==> src/rtl/gcbp_frame_sched.sv <==
`default_nettype none
// ============================================================================
// Module      : gcbp_frame_sched
// Description : Frame-slot scheduler for the GCBP triple-buffered BRAM array.
//               Rotates next/curr/prev slot indices on qualified frame
//               boundaries and hands curr/prev pairs to the ME engine with a
//               start/done handshake guarded by a timeout watchdog.
// Revision    : 1.0 - initial release
// ============================================================================
module gcbp_frame_sched #(
  parameter int unsigned MIN_LINES  = 480,
  parameter int unsigned LINE_W     = 10,
  parameter int unsigned DROP_W     = 8,
  parameter int unsigned ME_TIMEOUT = 2000000
) (
  input  logic              i_clk,
  input  logic              i_resetn,
  input  logic              i_new_frame,
  input  logic              i_new_line,
  input  logic              i_me_done,
  output logic [1:0]        o_next_frame_loc,
  output logic [1:0]        o_curr_frame_loc,
  output logic [1:0]        o_prev_frame_loc,
  output logic              o_write_enable,
  output logic              o_me_start,
  output logic              o_me_busy,
  output logic              o_frame_dropped,
  output logic              o_frame_short,
  output logic              o_me_timeout,
  output logic [DROP_W-1:0] o_drop_cnt,
  output logic [1:0]        o_valid_frames
);

  // Watchdog only needs to reach ME_TIMEOUT-1
  localparam int unsigned c_wd_w = (ME_TIMEOUT > 2) ? $clog2(ME_TIMEOUT) : 1;

  typedef enum logic [1:0] {
    WAIT_FIRST = 2'd0,
    CAPTURE    = 2'd1,
    ME_BUSY    = 2'd2
  } state_t;

  state_t              r_state;
  logic [LINE_W-1:0]   r_line_cnt;
  logic [c_wd_w-1:0]   r_wd;

  logic                w_lines_ok;
  logic                w_close;
  logic                w_accept;
  logic                w_drop_max;
  logic                w_wd_expired;
  logic [1:0]          w_valid_inc;

  assign w_lines_ok   = (32'(r_line_cnt) >= MIN_LINES);
  // A frame is closed by any frame start once capture has begun
  assign w_close      = i_new_frame && ((r_state == CAPTURE) || (r_state == ME_BUSY));
  // A complete frame may rotate unless ME still owns the slots (done wins)
  assign w_accept     = (r_state == CAPTURE) || ((r_state == ME_BUSY) && i_me_done);
  assign w_drop_max   = &o_drop_cnt;
  assign w_wd_expired = (r_wd == c_wd_w'(ME_TIMEOUT - 1));
  assign w_valid_inc  = (o_valid_frames == 2'd2) ? 2'd2 : o_valid_frames + 2'd1;

  // Line counter: restarts on each frame start, saturates at all-ones
  always_ff @(posedge i_clk or negedge i_resetn) begin
    if (!i_resetn) begin
      r_line_cnt <= '0;
    end else if (i_new_frame) begin
      r_line_cnt <= LINE_W'(i_new_line);
    end else if (i_new_line && !(&r_line_cnt)) begin
      r_line_cnt <= r_line_cnt + LINE_W'(1);
    end
  end

  // Scheduler FSM: slot rotation, ME handshake, drop accounting and watchdog
  always_ff @(posedge i_clk or negedge i_resetn) begin
    if (!i_resetn) begin
      r_state          <= WAIT_FIRST;
      r_wd             <= '0;
      o_next_frame_loc <= 2'd0;
      o_curr_frame_loc <= 2'd1;
      o_prev_frame_loc <= 2'd2;
      o_write_enable   <= 1'b0;
      o_me_start       <= 1'b0;
      o_me_busy        <= 1'b0;
      o_frame_dropped  <= 1'b0;
      o_frame_short    <= 1'b0;
      o_me_timeout     <= 1'b0;
      o_drop_cnt       <= '0;
      o_valid_frames   <= 2'd0;
    end else begin
      o_me_start      <= 1'b0;
      o_frame_dropped <= 1'b0;
      o_frame_short   <= 1'b0;
      o_me_timeout    <= 1'b0;

      case (r_state)
        WAIT_FIRST: begin
          if (i_new_frame) begin
            r_state        <= CAPTURE;
            o_write_enable <= 1'b1;
          end
        end
        CAPTURE: begin
        end
        ME_BUSY: begin
          r_wd <= r_wd + c_wd_w'(1);
          if (i_me_done) begin
            o_me_busy <= 1'b0;
            r_state   <= CAPTURE;
          end else if (w_wd_expired) begin
            o_me_timeout <= 1'b1;
            o_me_busy    <= 1'b0;
            r_state      <= CAPTURE;
          end
        end
        default: begin
          r_state        <= WAIT_FIRST;
          o_write_enable <= 1'b0;
        end
      endcase

      // Frame close handling; a new ME start overrides the done/timeout exit
      if (w_close) begin
        if (!w_lines_ok) begin
          o_frame_short <= 1'b1;
          if (!w_drop_max) o_drop_cnt <= o_drop_cnt + DROP_W'(1);
        end else if (w_accept) begin
          o_prev_frame_loc <= o_curr_frame_loc;
          o_curr_frame_loc <= o_next_frame_loc;
          o_next_frame_loc <= o_prev_frame_loc;
          o_valid_frames   <= w_valid_inc;
          if (w_valid_inc == 2'd2) begin
            o_me_start <= 1'b1;
            o_me_busy  <= 1'b1;
            r_state    <= ME_BUSY;
            r_wd       <= '0;
          end
        end else begin
          o_frame_dropped <= 1'b1;
          if (!w_drop_max) o_drop_cnt <= o_drop_cnt + DROP_W'(1);
        end
      end
    end
  end

endmodule
`default_nettype wire
==> config.mk <==
export PLATFORM = sky130hd
export DESIGN_NAME = gcbp_frame_sched
export DESIGN_NICKNAME = d
export VERILOG_FILES = /design/src/rtl/gcbp_frame_sched.sv
export SDC_FILE = /design/constraint.sdc
export NUM_CORES = 1
export LEC_CHECK = 0
export CAP_MARGIN = 10
export CORE_MARGIN = 5
export CORE_UTILIZATION = 35
export DETAILED_ROUTE_END_ITERATION = 12
export SETUP_SLACK_MARGIN = 0.5
export SYNTH_ARGS = -nofsm -noshare
export SYNTH_HDL_FRONTEND = slang
export SYNTH_SLANG_ARGS = --single-unit
==> constraint.sdc <==
create_clock -name i_clk -period 2.4 [get_ports i_clk]
set_input_delay 0.24 -clock i_clk [delete_from_list [all_inputs] [get_ports i_clk]]
set_output_delay 0.24 -clock i_clk [all_outputs]
set_load 0.02 [all_outputs]
==> flow_summary_export.csv <==
group,metric,value,unit
layout,area_growth,23.7,%
worst_setup_path,cp_max_fo,7,
placement,dpl.hpwl,4320,um
placement,pre_cts_ws,0.264,ns
placement,gp_congestion,0.878,
yosys,synth_fa_ha_area_frac,0.0440,
floorplan,core,7810,um^2
clock_tree,clk-insertion-delay-late,0.31,ns
timing,slew_headroom,0.556,
floorplan,rows,32,
grt,antenna_found_initial,0,
worst_setup_path,arrival,2.04,ns
layout,final_cell_area,3520,um^2
clock_tree,cts_made_buffers,5,
detailed_routing,firstDrtPassIters,4,
floorplan,dieHeight,100,um
layout,fillers,762,
detailed_routing,wl_per_cell,14.3,um
worst_setup_path,crit_type,"reg2reg",
layout,final_nets,336,
worst_setup_path,end_kind,"register",
status,status,"finished, final reports clean",
floorplan,die_w,100,um
power,p_switching,0.853,mW
clock_tree,cts_tree,"yes",
timing,min_period,1.83,ns
yosys,synth_compound_area_frac,0.103,
clock_tree,clk_path_buf_depth,2,
yosys,syn_inst,276,
yosys,synth_mux_area_frac,0.0422,
min_path,hold_path_class,"in2async",
floorplan,ios,27,
floorplan,dieArea,10000,um^2
clock_tree,clkTransAtPathRegs,0.10,ns
timing,timing.fmax,545,MHz
floorplan,initial_utilization,0.364,
yosys,synth_xor_area_frac,0.0585,
layout,multi_input_area,1460,um^2
timing,tightest_slew,0.658,ns
yosys,synth_top_family_by_area,"simple AND/OR/NAND/NOR gates",
worst_setup_path,required,2.61,ns
detailed_routing,ant_nets,0,
power,clock_power_share,0.210,
detailed_routing,vias,2251,
detailed_routing,wirelength,6050,um
power,swShare,0.344,
timing,skew,0.00992,ns
layout,n_antenna_cell,0,
detailed_routing,via_per_inst,5.31,
clock_tree,htreeDepth,2,
worst_setup_path,startpoint_type,"register",
detailed_routing,drc,0,
yosys,ys_types,53,
detailed_routing,drt_iter0_markers,133,
timing,worst_slack,0.567,ns
grt,grt_pass1_vias,2272,
yosys,synth_edf_count,0,
timing,drv_slew,0,
placement,placed_cell_area,3290,um^2
yosys,synth-simple-area-share,0.242,
yosys,synth_ff_type,"dfrtp_1",
grt,grt-ovfl-total,0,
yosys,synthArstFlopShare,1.00,
grt,grt_max_degree,56,
yosys,ys_seq_area_frac,0.485,
yosys,yosysWarnings,0,
grt,gr-usage-all-layers,0.132,
yosys,syn_area,2850,um^2
power,comb_power_share,0.319,
clock_tree,cts_sinks,55,
job,maxCapViolCount,0,
power,p_int,1.63,mW
timing,setup_viol,0,
power,seq_power_share,0.472,
timing,min_period_over_period,0.764,
layout,regArea,1380,um^2
layout,drive_above_1_share,0.180,
placement,numPortBuffers,26,
power,max-vdd-ir-drop,0.000445,V
grt,grt_pass1_wl,10800,um
power,leakage,1.42,nW
power,power.total,2.48,mW
timing,grt_setup_unrepaired,"true",
yosys,syn_nets,291,
yosys,syn_area_per_cell,10.3,um^2
timing,hold_viol_final,0,
clock_tree,cts_root_buf,"clkbuf_8",
power,pwr_density_cell,705,nW/um^2
timing,fin_setup_tns,0,ns
yosys,synth_seq_cells,55,
==> sequential cells by signal, indices dropped and copies added (netlist names) <==
signal            flops
o_next_frame_loc      2
o_write_enable        1
r_line_cnt           10
o_curr_frame_loc      2
o_frame_short         1
o_me_busy             1
o_drop_cnt            8
o_valid_frames        2
o_me_start            1
r_state               2
o_frame_dropped       1
o_prev_frame_loc      2
o_me_timeout          1
r_wd                 21
==> metal layers <==
layer	global-route usage	up-vias	routed length, um
met5	0	-	0
met4	0.0487	0	101
met3	0.0215	8	108
met2	0.223	21	3090
met1	0.170	1112	2750
li1	-	1110	-
==> metrics by stage <==
step / instances / util / hold WS (ns)
detailed placement: 405 / 0.422 / 0.261
floorplan: 276 / - / -0.0556
finish: 424 / 0.451 / 0.434
global route: 424 / 0.451 / 0.491
CTS: 421 / 0.444 / 0.451
global placement: 405 / 0.422 / 0.260
==> critical path, cell delays in order, from the launching register on <==
cell,delay [ns]
dfrtp_2,0.45
ha_4,0.19
buf_6,0.13
a21o_4,0.23
a221oi_2,0.24
buf_4,0.19
mux2_4,0.30
==> synthesized netlist by cell type, drive strengths merged, types with 4 or more instances <==
library cell | number | area share
xnor2 | 11 | 0.034
dfrtp | 53 | 0.47
nor4 | 7 | 0.015
o21ai | 10 | 0.018
mux2 | 8 | 0.032
nor2 | 22 | 0.029
and3 | 8 | 0.018
and2 | 4 | 0.0088
inv | 11 | 0.015
or4 | 5 | 0.015
or3 | 8 | 0.018
nand4 | 17 | 0.047
buf | 4 | 0.0070
nand2 | 22 | 0.029
ha | 10 | 0.044
a21oi | 11 | 0.019
xor2 | 8 | 0.025
nand3 | 9 | 0.018
==> power groups by stage <==
| stage | clock network (mW) | registers, mW | logic (mW) |
|---|---|---|---|
| 2_1_floorplan | 0 | 1.23 | 0.381 |
| 3_3_place_gp | 0 | 1.19 | 0.694 |
| 3_5_place_dp | 0 | 1.19 | 0.713 |
| 4_1_cts | 0.542 | 1.17 | 0.769 |
| 5_1_grt | 0.586 | 1.19 | 0.874 |
| 6_report | 0.521 | 1.17 | 0.790 |
==> cell usage in the layout (no fill, tap or decap), drive strengths merged, types with 2 or more instances in the layout <==
cell type	synthesis	final
and2	4	4
xnor2	11	11
o211ai	3	3
a31oi	2	2
and4	3	3
nand3	9	9
nand2b	2	2
clkinv	0	2
inv	11	11
buf	4	19
clkdlybuf4s50	0	25
nand4	17	17
nor4	7	7
mux2i	3	3
o31ai	3	3
nor4b	2	2
o21ai	10	10
clkbuf	3	6
nand2	22	22
dfrtp	53	53
o311ai	3	3
nor3	3	3
or4	5	5
a21oi	11	11
xor2	8	8
and3	8	8
mux2	8	8
nor2b	3	3
ha	10	10
or3	8	8
nor2	22	22
dfstp	2	2
==> final cells by class <==
cell class | instances | share of cell area
Multi-Input combinational cell | 203 | 0.415
Timing Repair Buffer | 45 | 0.119
Inverter | 11 | 0.0117
Tap cell | 102 | 0.0362
Clock buffer | 6 | 0.0206
Sequential cell | 55 | 0.392
Clock inverter | 2 | 0.00498
==> path summary, 6_finish.rpt <==
path / cells after the start / to / from / slack, ns
hold / removal: 3 / o_drop_cnt[2] / i_resetn / 0.43
setup reg to reg: 6 / o_drop_cnt[1] / r_state[1] / 0.57
max in group asynchronous: 3 / o_prev_frame_loc[1] / i_resetn / 1.67
min in group i_clk: 1 / o_drop_cnt[7] / o_drop_cnt[7] / 0.52
setup / recovery: 6 / o_drop_cnt[1] / r_state[1] / 0.57
hold reg to reg: 1 / o_drop_cnt[7] / o_drop_cnt[7] / 0.52
==> cells by family (layout without fill, tap and decap cells) <==
family                   count (synthesis)  count (layout)
XOR/XNOR                                19              19
AO/OA/AOI/OAI                           44              44
adder cells (fa/ha/maj)                 10              10
multiplexers                            11              11
buffers and inverters                   18              64
flip-flops                              55              55
AND/OR/NAND/NOR                        119             119
==> timing repair <==
item | 4_1_cts | 5_1_grt
pin swaps | 3 | 4
hold buffers | 1 | 0
buffers inserted | 7 | 3
resized for setup | 4 | 9
setup endpoints to repair | 6 | 13
endpoints found under the hold margin | 53 | 0
cloned | 0 | 0
Power figures use the tool's default switching activity.
